**config.mk**
```make
export PLATFORM = sky130hd
export DESIGN_NAME = stream_split_multicast
export DESIGN_NICKNAME = d
export VERILOG_FILES = /design/src/rtl/stream_split_multicast_pkg.sv /design/src/rtl/stream_split_queue.sv /design/src/rtl/stream_split_multicast.sv
export SDC_FILE = /design/constraint.sdc
export NUM_CORES = 1
export LEC_CHECK = 0
export ABC_CLOCK_PERIOD_IN_PS = 2900
export CAP_MARGIN = 20
export CORE_ASPECT_RATIO = 1.75
export CORE_MARGIN = 8
export CORE_UTILIZATION = 50
export CTS_BUF_LIST = sky130_fd_sc_hd__clkbuf_16
export DETAILED_ROUTE_END_ITERATION = 8
export MAX_ROUTING_LAYER = met4
export PLACE_DENSITY = 0.69
export SYNTH_ARGS = -nofsm -noshare
export SYNTH_HDL_FRONTEND = slang
export SYNTH_SLANG_ARGS = --single-unit
```
**constraint.sdc**
```tcl
create_clock -name clk -period 2.9 [get_ports clk]
set_input_delay 0.29 -clock clk [delete_from_list [all_inputs] [get_ports clk]]
set_output_delay 0.29 -clock clk [all_outputs]
set_load 0.05 [all_outputs]
```
**src/rtl/stream_split_multicast_pkg.sv**
```systemverilog
// Shared types and helpers for the stream splitter and its per-port queues.
package stream_split_multicast_pkg;

    typedef enum logic {
        STREAM_SPLIT_MODE_UNICAST,
        STREAM_SPLIT_MODE_MULTICAST
    } stream_split_mode_t;

    // Occupancy needs one extra bit so that a full queue (count == depth) is representable.
    function automatic int cnt_width(input int depth);
        return $clog2(depth) + 1;
    endfunction

endpackage

```
**src/rtl/stream_split_queue.sv**
```systemverilog
// Single-clock per-port FIFO: external push/pop, exposes occupancy, head entry and not_full.
module stream_split_queue
    import stream_split_multicast_pkg::*;
#(
    parameter int WIDTH = 8,
    parameter int DEPTH = 4
) (
    input  logic                       clk,
    input  logic                       rst,
    input  logic                       push_i,
    input  logic [WIDTH-1:0]           push_data_i,
    input  logic                       pop_i,
    output logic [$clog2(DEPTH):0]     count_o,
    output logic [WIDTH-1:0]           head_o,
    output logic                       not_full_o
);

    localparam int PW = $clog2(DEPTH);
    localparam int CW = cnt_width(DEPTH);

    logic [WIDTH-1:0] mem_q [DEPTH];
    logic [PW-1:0]    wr_ptr_q, wr_ptr_d;
    logic [PW-1:0]    rd_ptr_q, rd_ptr_d;
    logic [CW-1:0]    count_q, count_d;
    logic             do_push, do_pop;

    // Guards keep the queue consistent even if a caller pushes when full or pops when empty.
    assign do_push = push_i && (count_q != CW'(DEPTH));
    assign do_pop  = pop_i && (count_q != '0);

    always_comb begin
        wr_ptr_d = wr_ptr_q;
        rd_ptr_d = rd_ptr_q;
        count_d  = count_q;
        if (do_push) begin
            wr_ptr_d = wr_ptr_q + PW'(1);
        end
        if (do_pop) begin
            rd_ptr_d = rd_ptr_q + PW'(1);
        end
        if (do_push && !do_pop) begin
            count_d = count_q + CW'(1);
        end else if (!do_push && do_pop) begin
            count_d = count_q - CW'(1);
        end
    end

    always_ff @(posedge clk) begin
        if (rst) begin
            wr_ptr_q <= '0;
            rd_ptr_q <= '0;
            count_q  <= '0;
        end else begin
            wr_ptr_q <= wr_ptr_d;
            rd_ptr_q <= rd_ptr_d;
            count_q  <= count_d;
        end
    end

    always_ff @(posedge clk) begin
        if (do_push && !rst) begin
            mem_q[wr_ptr_q] <= push_data_i;
        end
    end

    assign count_o    = count_q;
    assign head_o     = mem_q[rd_ptr_q];
    assign not_full_o = (count_q != CW'(DEPTH));

endmodule

```
**src/rtl/stream_split_multicast.sv**
```systemverilog
// Stream demultiplexer: routes each input beat to a unicast id or a multicast mask, one FIFO per port.
module stream_split_multicast
    import stream_split_multicast_pkg::*;
#(
    parameter                     CLOCK_INFO  = 1'b0,
    parameter int                 PORTS       = 4,
    parameter int                 ID_WIDTH    = $clog2(PORTS),
    parameter stream_split_mode_t SPLIT_MODE  = STREAM_SPLIT_MODE_UNICAST,
    parameter int                 DEPTH       = 4,
    parameter int                 COUNT_WIDTH = 16,
    parameter int                 WIDTH       = 8
) (
    input  logic                           clk,
    input  logic                           rst,
    input  logic                           stream_in_valid_i,
    output logic                           stream_in_ready_o,
    input  logic [WIDTH-1:0]               stream_in_payload_i,
    input  logic [ID_WIDTH-1:0]            stream_in_id_i,
    input  logic [PORTS-1:0]               stream_in_mask_i,
    output logic [PORTS-1:0]               stream_out_valid_o,
    input  logic [PORTS-1:0]               stream_out_ready_i,
    output logic [PORTS-1:0][WIDTH-1:0]    stream_out_payload_o,
    output logic [PORTS-1:0][ID_WIDTH-1:0] stream_out_id_o,
    output logic [COUNT_WIDTH-1:0]         drop_count_o
);

    localparam int CW = cnt_width(DEPTH);

    if (PORTS < 2 || DEPTH < 2 || (DEPTH & (DEPTH - 1)) != 0 || $bits(CLOCK_INFO) == 0) begin : g_bad_params
        $error("stream_split_multicast: PORTS must be >= 2 and DEPTH a power of two >= 2");
    end

    logic [PORTS-1:0]       target;
    logic [PORTS-1:0]       not_full;
    logic [PORTS-1:0]       push;
    logic                   accept;
    logic [COUNT_WIDTH-1:0] drop_q, drop_d;

    // An out-of-range id matches no port and so yields an empty target set.
    always_comb begin
        target = '0;
        if (SPLIT_MODE == STREAM_SPLIT_MODE_MULTICAST) begin
            target = stream_in_mask_i;
        end else begin
            for (int k = 0; k < PORTS; k++) begin
                target[k] = (stream_in_id_i == ID_WIDTH'(k));
            end
        end
    end

    // All targets must have room, so a multicast beat is never delivered partially.
    assign stream_in_ready_o = !rst && (&(~target | not_full));
    assign accept            = stream_in_valid_i && stream_in_ready_o;
    assign push              = accept ? target : '0;

    always_comb begin
        drop_d = drop_q;
        if (accept && (target == '0) && (drop_q != '1)) begin
            drop_d = drop_q + COUNT_WIDTH'(1);
        end
    end

    always_ff @(posedge clk) begin
        if (rst) begin
            drop_q <= '0;
        end else begin
            drop_q <= drop_d;
        end
    end

    assign drop_count_o = drop_q;

    for (genvar k = 0; k < PORTS; k++) begin : g_port
        logic [CW-1:0] count;

        stream_split_queue #(
            .WIDTH (WIDTH),
            .DEPTH (DEPTH)
        ) u_queue (
            .clk         (clk),
            .rst         (rst),
            .push_i      (push[k]),
            .push_data_i (stream_in_payload_i),
            .pop_i       (stream_out_valid_o[k] && stream_out_ready_i[k]),
            .count_o     (count),
            .head_o      (stream_out_payload_o[k]),
            .not_full_o  (not_full[k])
        );

        assign stream_out_valid_o[k] = (count != '0);
        assign stream_out_id_o[k]    = ID_WIDTH'(k);
    end

endmodule

```
==> impl_metrics.tcl, run 1 <==
set metrics [dict create \
    ir_drop_v 0.000771 \
    synthTopCellsByArea "edfxtp_1, dfxtp_1, mux4_2" \
    layout-drive-gt1-share_pct 17.0 \
    netlist_instances 416 \
    grt_pass1_vias 3842 \
    yosys.area.top_type "edfxtp_1" \
    powerDensity_nw_per_um2 916 \
    slew_viol_final 0 \
    post_cts_buffers 0 \
    setup_tns_ps 0 \
    fp.dieW_um 106 \
    root_buffer "clkbuf_16" \
    period_share_pct 93.4 \
    grt_util_all_layers_pct 14.6 \
    yosys.area_share.simple_pct 8.39 \
    seq_area_frac_synth_pct 68.6 \
    cts_hold_buf 0 \
    cts_resized 0 \
    cp_slowest_stage_delay_ps 720 \
    ys_ff_latch 180 \
    wl_um 12600 \
    cp_cell_sequence "mux4_2 -> clkdlybuf4s50_1" \
    reg2reg_slack_ps 510 \
    r2r-end "g_port[1].u_queue.count_o[2]" \
    grt_pass1_wl_um 20200 \
    synth_compound_area_share_pct 1.95 \
    reg2reg_from "g_port[1].u_queue.count_o[0]" \
    clkTransAtPathRegs_ps 70 \
    period_minus_slack_ps 2710 \
    overflow 0 \
    drt_iter0_drc 140 \
    vias_per_cell 5.17 \
    cp.required_ps 2610 \
    placementRows 57 \
    arrival_ps 2420 \
    grt_max_degree 58 \
    setup_violations 0 \
    final_nets 537 \
    final_util_pct 61.5 \
    yosys_warnings 0 \
    portBuffers 69 \
    cts_num_sinks 180 \
    rsz0062_at_grt "false" \
    ant_nets 0 \
    synth_edf_count 128 \
    antenna_cells 0 \
    r2r_cells 8 \
    synth_top_family_by_area "multiplexers" \
    drt_pass1_iterations 4 \
    max_freq_ghz 0.369 \
    synth_xor_area_share_pct 1.97 \
    synth.avg_cell_area_um2 17.1 \
    netlist_area_um2 7120 \
    insertion_delay_ps 410 \
    power_w 0.00784 \
    wl_per_cell_um 18.5 \
    die-area_um2 18500 \
    ys_types 39 \
    muxShareOfSynthArea_pct 11.9 \
    worst_slew_pin_slew_ps 690 \
    drc_errors 0 \
    skew_ps 8.93 \
    htreeDepth 4 \
    max_cap_violations 0 \
    gp_congestion 0.778 \
    startpoint_type "register" \
    max_slew_margin_pct 53.9 \
    crit_path_end_kind "output port" \
    leakagePower_nw 2.95 \
    antenna_found_initial 0 \
    clockBufferDepth 2 \
    synth-async-reset-ratio_pct 0 \
    ys_dominant_reg_cell "edfxtp_1" \
    worstHoldPathType "in2reg" \
    critPathTopFamily "buffers and inverters" \
    critPathBufInv 1 \
    core-area_um2 13900 \
    start_util_pct 51.2 \
    dp_hpwl_um 8730 \
    cts_buffers 17 \
    status "completed" \
    synthAdderAreaFrac_pct 4.64 \
    vias 3528 \
    cpMaxStageDelayCell "clkdlybuf4s50_1" \
    hold_violations 0 \
    area_growth_pct 20.1 \
    ios 82 \
    fp.dieH_um 174 \
    worstPathMaxFanout 8 \
    synth.top_cell.area_share_pct 54.0 \
    worstSetupEndpoint "stream_out_payload_o[14]" \
    tritoncts "built" \
    crit_type "reg2out" \
    cp_num_cells 2 \
]
## cell families (layout without fill, tap and decap cells)
| family | count (synthesis) | in the layout |
|---|---|---|
| compound gates | 20 | 20 |
| simple gates | 93 | 93 |
| mux | 44 | 44 |
| buf+inv | 37 | 120 |
| xor+xnor | 16 | 16 |
| other cells | 2 | 8 |
| fa+ha+maj | 24 | 24 |
| flops | 180 | 180 |
## worst min-delay path, delay by kind of cell
family | cells | cell delay, ps
buf+inv | 2 | 380
simple gates | 1 | 140
## final cells by class
type | instances | area, um2
clock buffers | 17 | 425
clock inverters | 15 | 164
fillers | 1065 | 5350
inverters | 13 | 48.8
multi-input cells | 205 | 2080
flip-flops and latches | 180 | 4880
well taps | 177 | 221
repair buffers | 75 | 731
## synth_stat cells (3+ instances only)
master,count
o311ai_0,4
nand2b_1,8
clkbuf_1,4
mux4_2,32
or3_1,6
mux2i_1,8
mux2_2,3
buf_2,5
ha_1,20
fa_1,4
buf_4,9
nor2b_1,16
buf_1,6
a21oi_1,6
dfxtp_1,52
inv_1,13
edfxtp_1,128
and2_1,16
o31ai_1,4
xor2_1,16
nor2_1,29
o21ai_0,4
## worst min path at each step
stage | depth (start not counted) | slack [ps] | endpoint | from
final | 3 | 440 | g_port[2].u_queue.count_o[0] | rst
after global routing | 1 | 470 | drop_count_o[10] | drop_count_o[10]
after CTS | 3 | 450 | g_port[0].u_queue.rd_ptr_q[0] | rst
after detailed placement | 1 | 450 | drop_count_o[7] | drop_count_o[7]
after global placement | 1 | 450 | drop_count_o[8] | drop_count_o[8]
after floorplan | 0 | 390 | g_port[0].u_queue.mem_q[0][0] | stream_in_payload_i[0]
## cell usage in the layout, fill, tap and decap left out, drive strengths merged, types with 2 or more instances in the layout
cell and n:
edfxtp 128, clkdlybuf4s50 68, dfxtp 52, mux4 32, nor2 29, inv 22
ha 20, clkbuf 17, and2 16, xor2 16, nor2b 16, nand2b 9
mux2i 8, conb 8, or3 8, buf 7, a21oi 6, nor3b 5
o31ai 4, o311ai 4, o21ai 4, fa 4, clkinv 4, mux2 4
nor4b 3, nand2 2, nor3 2
## power breakdown
part | switching, W | internal [W] | total [W]
logic | 0.00135 | 0.000972 | 0.00232
registers | 0.000330 | 0.00294 | 0.00326
clock network | 0.00102 | 0.00123 | 0.00225
## stage by stage
step / hold slack (ps) / instances / area (um2) / setup WS [ps]
floorplan: 389 / 422 / 7150 / 681
global placement: 453 / 650 / 7970 / 144
detailed placement: 454 / 650 / 7970 / 84.1
CTS: 448 / 682 / 8560 / 125
global route: 474 / 682 / 8560 / 56.9
finish: 444 / 682 / 8560 / 191
## registers in the layout, summed over array words and instances (netlist names), named ones only
signal	cells
drop_count_o	16
g_port.u_queue.count_o	12
g_port.u_queue.wr_ptr_q	8
g_port.u_queue.mem_q	128
g_port.u_queue.rd_ptr_q	8
## metal layers
metal	wire, um	track usage [%]
met1	5070	15.3
met2	7030	26.5
met3	340	2.63
met4	180	5.49
met5	0	-
Power figures use the tool's default switching activity.
==> run 2: changes to the inputs <==
--- a/config.mk
+++ b/config.mk
@@ -6,7 +6,6 @@
 export NUM_CORES = 1
 export LEC_CHECK = 0
 export ABC_CLOCK_PERIOD_IN_PS = 2900
-export CAP_MARGIN = 20
 export CORE_ASPECT_RATIO = 1.75
 export CORE_MARGIN = 8
 export CORE_UTILIZATION = 50
==> results of run 2 <==
Same layout as run 1: the final DEF is identical, and so are final timing and power.
==> run 3: changes to the inputs <==
--- a/config.mk
+++ b/config.mk
@@ -12,7 +12,7 @@
 export CTS_BUF_LIST = sky130_fd_sc_hd__clkbuf_16
 export DETAILED_ROUTE_END_ITERATION = 8
 export MAX_ROUTING_LAYER = met4
-export PLACE_DENSITY = 0.69
+export PLACE_DENSITY = 0.72
 export SYNTH_ARGS = -nofsm -noshare
 export SYNTH_HDL_FRONTEND = slang
 export SYNTH_SLANG_ARGS = --single-unit
==> impl_metrics.tcl, run 3 (same netlist as run 1, synthesis figures left out) <==
set metrics [dict create \
    ios 82 \
    fp.dieW_um 106 \
    fp.dieH_um 174 \
    max_freq_ghz 0.367 \
    wl_per_cell_um 18.1 \
    r2r-end "g_port[1].u_queue.count_o[2]" \
    period_share_pct 94.0 \
    grt_pass1_wl_um 20100 \
    vias 3515 \
    fill_cells 1011 \
    setup_slack_ps 173 \
    worstHoldPathType "in2reg" \
    antenna_cells 0 \
    cp.required_ps 2610 \
    antenna_found_initial 0 \
    post_cts_buffers 0 \
    crit_path_end_kind "output port" \
    holdPathEnd "g_port[0].u_queue.count_o[0]" \
    clkTransAtPathRegs_ps 70 \
    whs_ps 446 \
    die-area_um2 18500 \
    power_w 0.00779 \
    final_cells 683 \
    final_cell_mix "edfxtp_1, clkdlybuf4s50_1, dfxtp_1, mux4_2, nor2_1" \
    ant_nets 0 \
    leakagePower_nw 2.95 \
    placed_cells 651 \
    cpMaxStageDelayCell "clkdlybuf4s50_1" \
    max_cap_violations 0 \
    largest_register "g_port.u_queue.mem_q" \
    largest_register_ffs 128 \
    grt_max_degree 58 \
    hold_violations 0 \
    powerDensity_nw_per_um2 910 \
    drt_pass1_iterations 4 \
    period_minus_slack_ps 2730 \
    layout-drive-gt1-share_pct 17.2 \
    cp_cell_sequence "mux4_2 -> clkdlybuf4s50_1" \
    status "completed" \
    htreeDepth 4 \
    area_growth_pct 20.2 \
    reg2reg_from "g_port[1].u_queue.count_o[0]" \
    cp_slowest_stage_delay_ps 720 \
    root_buffer "clkbuf_16" \
    drt_iter0_drc 173 \
    start_util_pct 51.2 \
    setup_tns_ps 0 \
    dp_hpwl_um 8700 \
    reg2reg_slack_ps 520 \
    hold_start "rst" \
    grt_util_all_layers_pct 14.6 \
    arrival_ps 2440 \
    skew_ps 12.9 \
    cts_resized 0 \
    gp_congestion 0.776 \
    r2r_cells 8 \
    crit_type "reg2out" \
    whs_path_depth 3 \
    drc_errors 0 \
    tritoncts "built" \
    worst_slew_pin_slew_ps 687 \
    final_nets 538 \
    max_slew_margin_pct 54.1 \
    overflow 0 \
    startpoint_type "register" \
    placementRows 57 \
    ir_drop_v 0.000703 \
    worstPathMaxFanout 8 \
    clockBufferDepth 2 \
    setup_violations 0 \
    vias_per_cell 5.15 \
    rsz0062_at_grt "false" \
    cts_hold_buf 0 \
    cts_buffers 17 \
    insertion_delay_ps 420 \
    portBuffers 69 \
    wl_um 12400 \
    cts_num_sinks 180 \
    slew_viol_final 0 \
    final_common_cell "edfxtp_1" \
    dpl_worst_slack_ps 91.8 \
    grt_pass1_vias 3838 \
    core-area_um2 13900 \
]
==> run 3: cell types whose count changed in the layout (fill, tap and decap cells not counted), sizes merged <==
cell	before	now
buf	7	8
bufinv	1	0
clkinv	4	6
clkinvlp	1	0
==> run 3: layer usage <==
layer	global-route usage [%]	share of wire [%]	vias to the layer above
met5	-	0	-
met4	5.66	2.5	0
met1	15.5	40	1731
li1	-	-	1690
met3	3.78	3.3	14
met2	25.2	54	80
==> run 3: worst max-delay path by stage <==
stage / endpoint / depth (start not counted) / from
after global placement: g_port[2].u_queue.count_o[2] / 9 / stream_in_valid_i
after global routing: stream_out_payload_o[16] / 2 / register
after detailed placement: g_port[2].u_queue.count_o[2] / 9 / stream_in_valid_i
after floorplan: g_port[1].u_queue.count_o[2] / 8 / g_port[1].u_queue.count_o[0]
final: stream_out_payload_o[16] / 2 / register
after CTS: stream_out_payload_o[16] / 2 / register
==> run 3: layout make-up <==
class | count | area, um2 | area share (%)
flip-flops and latches | 180 | 4880 | 57.0
multi-input cells | 205 | 2080 | 24.3
repair buffers | 76 | 738 | 8.62
clock buffers | 17 | 425 | 4.97
well taps | 177 | 221 | 2.59
clock inverters | 15 | 164 | 1.91
inverters | 13 | 48.8 | 0.570
==> run 3: where the power goes <==
part	total [W]	switching [W]	leakage [nW]	internal (W)
registers	0.00327	0.000331	1.58	0.00293
clock network	0.00221	0.00105	0.293	0.00116
logic	0.00232	0.00135	1.08	0.000973
==> run 3: critical path: cells and delay by family (launching register included) <==
| kind | cells | cell delay, ps |
|---|---|---|
| buf+inv | 1 | 720 |
| flops | 1 | 680 |
| mux | 1 | 610 |
==> run 3: metrics by stage <==
stage,util [%],cell area [um2]
after floorplan,-,7150
after global placement,57.4,7980
after detailed placement,57.4,7980
after CTS,61.6,8570
after global routing,61.6,8570
final,61.6,8570
